$ cat config.mk
export PLATFORM = sky130hd
export DESIGN_NAME = bool_sweep_ctrl
export DESIGN_NICKNAME = d
export VERILOG_FILES = /design/src/rtl/bool_sweep_ctrl.sv
export SDC_FILE = /design/constraint.sdc
export NUM_CORES = 1
export LEC_CHECK = 0
export BUFFER_PORTS_ARGS = -buffer_cell sky130_fd_sc_hd__buf_2
export CAP_MARGIN = 20
export CELL_PAD_IN_SITES_DETAIL_PLACEMENT = 1
export CELL_PAD_IN_SITES_GLOBAL_PLACEMENT = 1
export CORE_MARGIN = 3
export CORE_UTILIZATION = 40
export DETAILED_ROUTE_END_ITERATION = 10
export PLACE_DENSITY_LB_ADDON = 0.1
export SYNTH_ARGS = -nofsm -noshare
export SYNTH_HDL_FRONTEND = slang
export SYNTH_SLANG_ARGS = --single-unit
$ cat constraint.sdc
create_clock -name clk -period 3.3 [get_ports clk]
set_clock_uncertainty 0.2 [all_clocks]
set_input_delay 0.495 -clock clk [delete_from_list [all_inputs] [get_ports clk]]
set_output_delay 0.495 -clock clk [all_outputs]
set_load 0.1 [all_outputs]
$ cat src/rtl/bool_sweep_ctrl.sv
// Sweeps a 4-input boolean block through all 16 vectors, samples y after a settle
// time, and scores the resulting truth table against an expected minterm mask.
module bool_sweep_ctrl #(
  parameter int unsigned SETTLE_CYCLES = 2
) (
  input  logic        clk,
  input  logic        rst_n,
  input  logic        start,
  input  logic        abort,
  input  logic [15:0] expected,
  input  logic        y_in,
  output logic        a,
  output logic        b,
  output logic        c,
  output logic        d,
  output logic        busy,
  output logic        done,
  output logic        pass,
  output logic [15:0] truth_table,
  output logic [4:0]  mismatch_count,
  output logic [3:0]  first_fail_idx
);

  localparam int unsigned VEC_W = 4;
  localparam int unsigned TT_W  = 16;
  localparam int unsigned MC_W  = 5;
  localparam int unsigned CNT_W = 4;
  localparam logic [CNT_W-1:0] SETTLE_LOAD = CNT_W'(SETTLE_CYCLES - 1);
  localparam logic [VEC_W-1:0] LAST_IDX    = VEC_W'(TT_W - 1);

  typedef enum logic [1:0] {
    IDLE = 2'd0,
    RUN  = 2'd1,
    FIN  = 2'd2
  } state_t;

  state_t            state_q, state_d;
  logic [VEC_W-1:0]  idx_q, idx_d;
  logic [CNT_W-1:0]  cnt_q, cnt_d;
  logic [TT_W-1:0]   exp_q, exp_d;
  logic [TT_W-1:0]   tt_q, tt_d;
  logic [MC_W-1:0]   mc_q, mc_d;
  logic [VEC_W-1:0]  ffi_q, ffi_d;
  logic [VEC_W-1:0]  vec_q, vec_d;
  logic              busy_q, busy_d;
  logic              done_q, done_d;
  logic              pass_q, pass_d;
  logic              miss_c;

  // State register
  always_ff @(posedge clk or negedge rst_n) begin
    if (!rst_n) state_q <= IDLE;
    else        state_q <= state_d;
  end

  // Next-state and datapath update
  always_comb begin
    state_d = state_q;
    idx_d   = idx_q;
    cnt_d   = cnt_q;
    exp_d   = exp_q;
    tt_d    = tt_q;
    mc_d    = mc_q;
    ffi_d   = ffi_q;
    vec_d   = vec_q;
    busy_d  = busy_q;
    done_d  = 1'b0;
    pass_d  = pass_q;
    miss_c  = (y_in != exp_q[idx_q]);

    unique case (state_q)
      IDLE: begin
        if (start) begin
          exp_d   = expected;
          idx_d   = '0;
          tt_d    = '0;
          mc_d    = '0;
          ffi_d   = '0;
          pass_d  = 1'b0;
          cnt_d   = SETTLE_LOAD;
          busy_d  = 1'b1;
          vec_d   = '0;
          state_d = RUN;
        end
      end
      RUN: begin
        if (abort) begin
          state_d = IDLE;
          busy_d  = 1'b0;
          vec_d   = '0;
          pass_d  = 1'b0;
        end else if (cnt_q != '0) begin
          cnt_d = cnt_q - CNT_W'(1);
        end else begin
          tt_d[idx_q] = y_in;
          if (miss_c) begin
            mc_d = mc_q + MC_W'(1);
            if (mc_q == '0) ffi_d = idx_q;
          end
          if (idx_q != LAST_IDX) begin
            idx_d = idx_q + VEC_W'(1);
            vec_d = idx_q + VEC_W'(1);
            cnt_d = SETTLE_LOAD;
          end else begin
            state_d = FIN;
            busy_d  = 1'b0;
            vec_d   = '0;
            done_d  = 1'b1;
            pass_d  = (mc_d == '0);
          end
        end
      end
      FIN: begin
        state_d = IDLE;
      end
      default: begin
        state_d = IDLE;
      end
    endcase
  end

  // Datapath and output registers
  always_ff @(posedge clk or negedge rst_n) begin
    if (!rst_n) begin
      idx_q  <= '0;
      cnt_q  <= '0;
      exp_q  <= '0;
      tt_q   <= '0;
      mc_q   <= '0;
      ffi_q  <= '0;
      vec_q  <= '0;
      busy_q <= 1'b0;
      done_q <= 1'b0;
      pass_q <= 1'b0;
    end else begin
      idx_q  <= idx_d;
      cnt_q  <= cnt_d;
      exp_q  <= exp_d;
      tt_q   <= tt_d;
      mc_q   <= mc_d;
      ffi_q  <= ffi_d;
      vec_q  <= vec_d;
      busy_q <= busy_d;
      done_q <= done_d;
      pass_q <= pass_d;
    end
  end

  assign a              = vec_q[3];
  assign b              = vec_q[2];
  assign c              = vec_q[1];
  assign d              = vec_q[0];
  assign busy           = busy_q;
  assign done           = done_q;
  assign pass           = pass_q;
  assign truth_table    = tt_q;
  assign mismatch_count = mc_q;
  assign first_fail_idx = ffi_q;

endmodule

==> out/metrics.cfg <==
[place]
place.gp.congestion=0.785
port_buffers=52
dp_hpwl_um=5800

[sta]
min_period_ps=2850
hold_viol_final=0
hold_slack_ps=111
rsz0062_at_grt=no
max_freq_mhz=351
setup_viol=0
period_share=0.862
drv_slew=0
slew-limit-headroom=0.355
totalNegativeSetupSlack_ps=0
tightest_slew_ps=968

[flow_run]
drv_cap=0

[clocking]
cts_tree=done
clk_path_buf_depth=2
cts_num_sinks=58
cts_root_buffer=clkbuf_8
ctsResizeCount=0
clk_pin_slew_ps=70
clk_latency_ps=340
cts-buffers-inserted=9
cts.htree.levels=3
hold_buffers=0
cts_setup_buffers=0

[finish]
mostFrequentLayoutCells=65 x nand2_1, 58 x dfrtp_1, 52 x buf_2
diodes=0
layout_commonest_cell=nand2_1
area_growth_syn_to_layout_pct=20.3
nets=406
utilization=0.511
drive_gt1_frac=0.225

[global_route]
grt_overflow=0
grt_max_degree=41
antenna_found_initial=0
grt_use_total=0.206
grt_pass1_vias=2783
grt_pass1_wl_um=13800

[synthesis]
synth_seq_cells=58
synth-edff-count=0
syn_nets=352
synth_top_area_cell=dfrtp_1
ys_types=51
yosysWarnings=0
synth-seq-area-share=0.487
synth_ff_type=dfrtp_1
synth_top_area_frac=0.487
synth_area_sq_um=2980
synthCells=323
synthArstFlopShare=1.00
ys_top_cells_by_area=dfrtp_1 49%, nand2_1 8.2%, o21ai_0 7.1%
syn_area_per_cell_sq_um=9.23

[detailed_routing]
avgRoutedWirePerCell_um=16.7
vias=2573
drc_errors=0
routed_wl_um=7980
dr.pass1.iters=4
vias_per_cell=5.38
drtAntennaViolNets=0
initialDrtViolationCount=84

[critical_path]
criticalPathCategory=register to register
startpoint_type=register
worstPathRequired_ps=3370
path_max_fanout=11
cp.arrival_ps=2920
endpoint_kind=register
rrSetupSlack_ps=450

[die]
dieArea_sq_um=8520
dieWidth_um=92.3
io_pins=53
num_rows=30
core-area_sq_um=7020
die_h_um=92.3
initial_utilization=0.425

[status]
run_status=completed

[power_and_ir_drop]
p_per_area_nw_per_um2=737
peakVddDrop_mv=0.300
p_leak_nw=1.81

[min_path]
hp-class=input port to asynchronous set/reset pin

worst max-delay path, cell delays in order, from the launching register on:
cell and delay [ps]:
dfrtp_1 640, mux4_1 620, mux2i_1 180, xor2_1 100, nor3b_1 350, nor3_4 110
or4_1 480, nand3_1 90
per-layer routing:
layer / share of wire / vias up / GRT usage
met4: 0.011 / 0 / 0.0792
met3: 0.036 / 9 / 0.0512
met1: 0.47 / 1273 / 0.265
li1: - / 1231 / -
met5: 0 / - / 0
met2: 0.49 / 60 / 0.335
report_power, final:
part	internal (mW)	total [mW]	leakage (nW)	switching, mW
logic	0.281	0.893	0.911	0.612
registers	0.813	0.914	0.771	0.102
clock network	0.540	0.835	0.129	0.295
metrics by stage:
step / std cells / setup slack, ps / area (sq um) / power [mW]
after floorplan: 323 / 680 / 2980 / 1.60
after global placement: 462 / 559 / 3330 / 1.80
after detailed placement: 462 / 423 / 3330 / 1.82
after CTS: 478 / 453 / 3580 / 2.66
after global routing: 478 / 286 / 3580 / 2.81
final: 478 / 455 / 3580 / 2.64
final timing paths:
kind	end	startpoint	depth (start not counted)
worst min-delay path	cnt_q[2]$_DFFE_PN0P_	rst_n	1
worst max-delay path	mismatch_count[4]$_DFFE_PN0P_	idx_q[1]$_DFFE_PN0P_	7
min in group clk	exp_q[2]$_DFFE_PN0P_	expected[2]	3
max in group asynchronous	exp_q[5]$_DFFE_PN0P_	rst_n	2
worst min register to register	exp_q[3]$_DFFE_PN0P_	exp_q[3]$_DFFE_PN0P_	2
worst max register to register	mismatch_count[4]$_DFFE_PN0P_	idx_q[1]$_DFFE_PN0P_	7
flip-flops by register name (all words and copies together) (netlist names):
signal and count:
truth_table 16, pass 1, state_q 2, mismatch_count 5, busy 1, exp_q 16, vec_q 4, done 1
idx_q 4, cnt_q 4, first_fail_idx 4
final cells by class:
cell class | count | area (sq um)
Clock inverter | 5 | 100
Tap cell | 96 | 120
Timing Repair Buffer | 60 | 320
Sequential cell | 58 | 1450
Multi-Input combinational cell | 240 | 1410
Inverter | 8 | 30.0
Fill cell | 857 | 3430
Clock buffer | 11 | 151
synth_stat cells (3+ instances only):
| master | n |
|---|---|
| nor4_1 | 5 |
| clkbuf_1 | 9 |
| o21ai_0 | 42 |
| nand3_1 | 10 |
| ha_1 | 8 |
| nand2b_1 | 5 |
| a21oi_1 | 17 |
| buf_1 | 3 |
| mux2i_1 | 5 |
| dfrtp_1 | 58 |
| nor3_1 | 4 |
| nand2_1 | 65 |
| nor2_1 | 20 |
| nor2b_1 | 4 |
| a21o_1 | 7 |
| xnor2_1 | 4 |
| a32o_1 | 3 |
| xor2_1 | 3 |
| a31oi_1 | 4 |
| inv_1 | 8 |
cell families (layout without fill, tap and decap cells):
logic type | after synthesis | count (layout) | share of synthesized area
AO/OA/AOI/OAI | 88 | 88 | 0.178
XOR/XNOR | 7 | 7 | 0.0206
adder cells (fa/ha/maj) | 8 | 8 | 0.0336
buffers and inverters | 25 | 84 | 0.0395
flip-flops | 58 | 58 | 0.487
multiplexers | 9 | 9 | 0.0420
AND/OR/NAND/NOR | 128 | 128 | 0.200
Power figures use the tool's default switching activity.
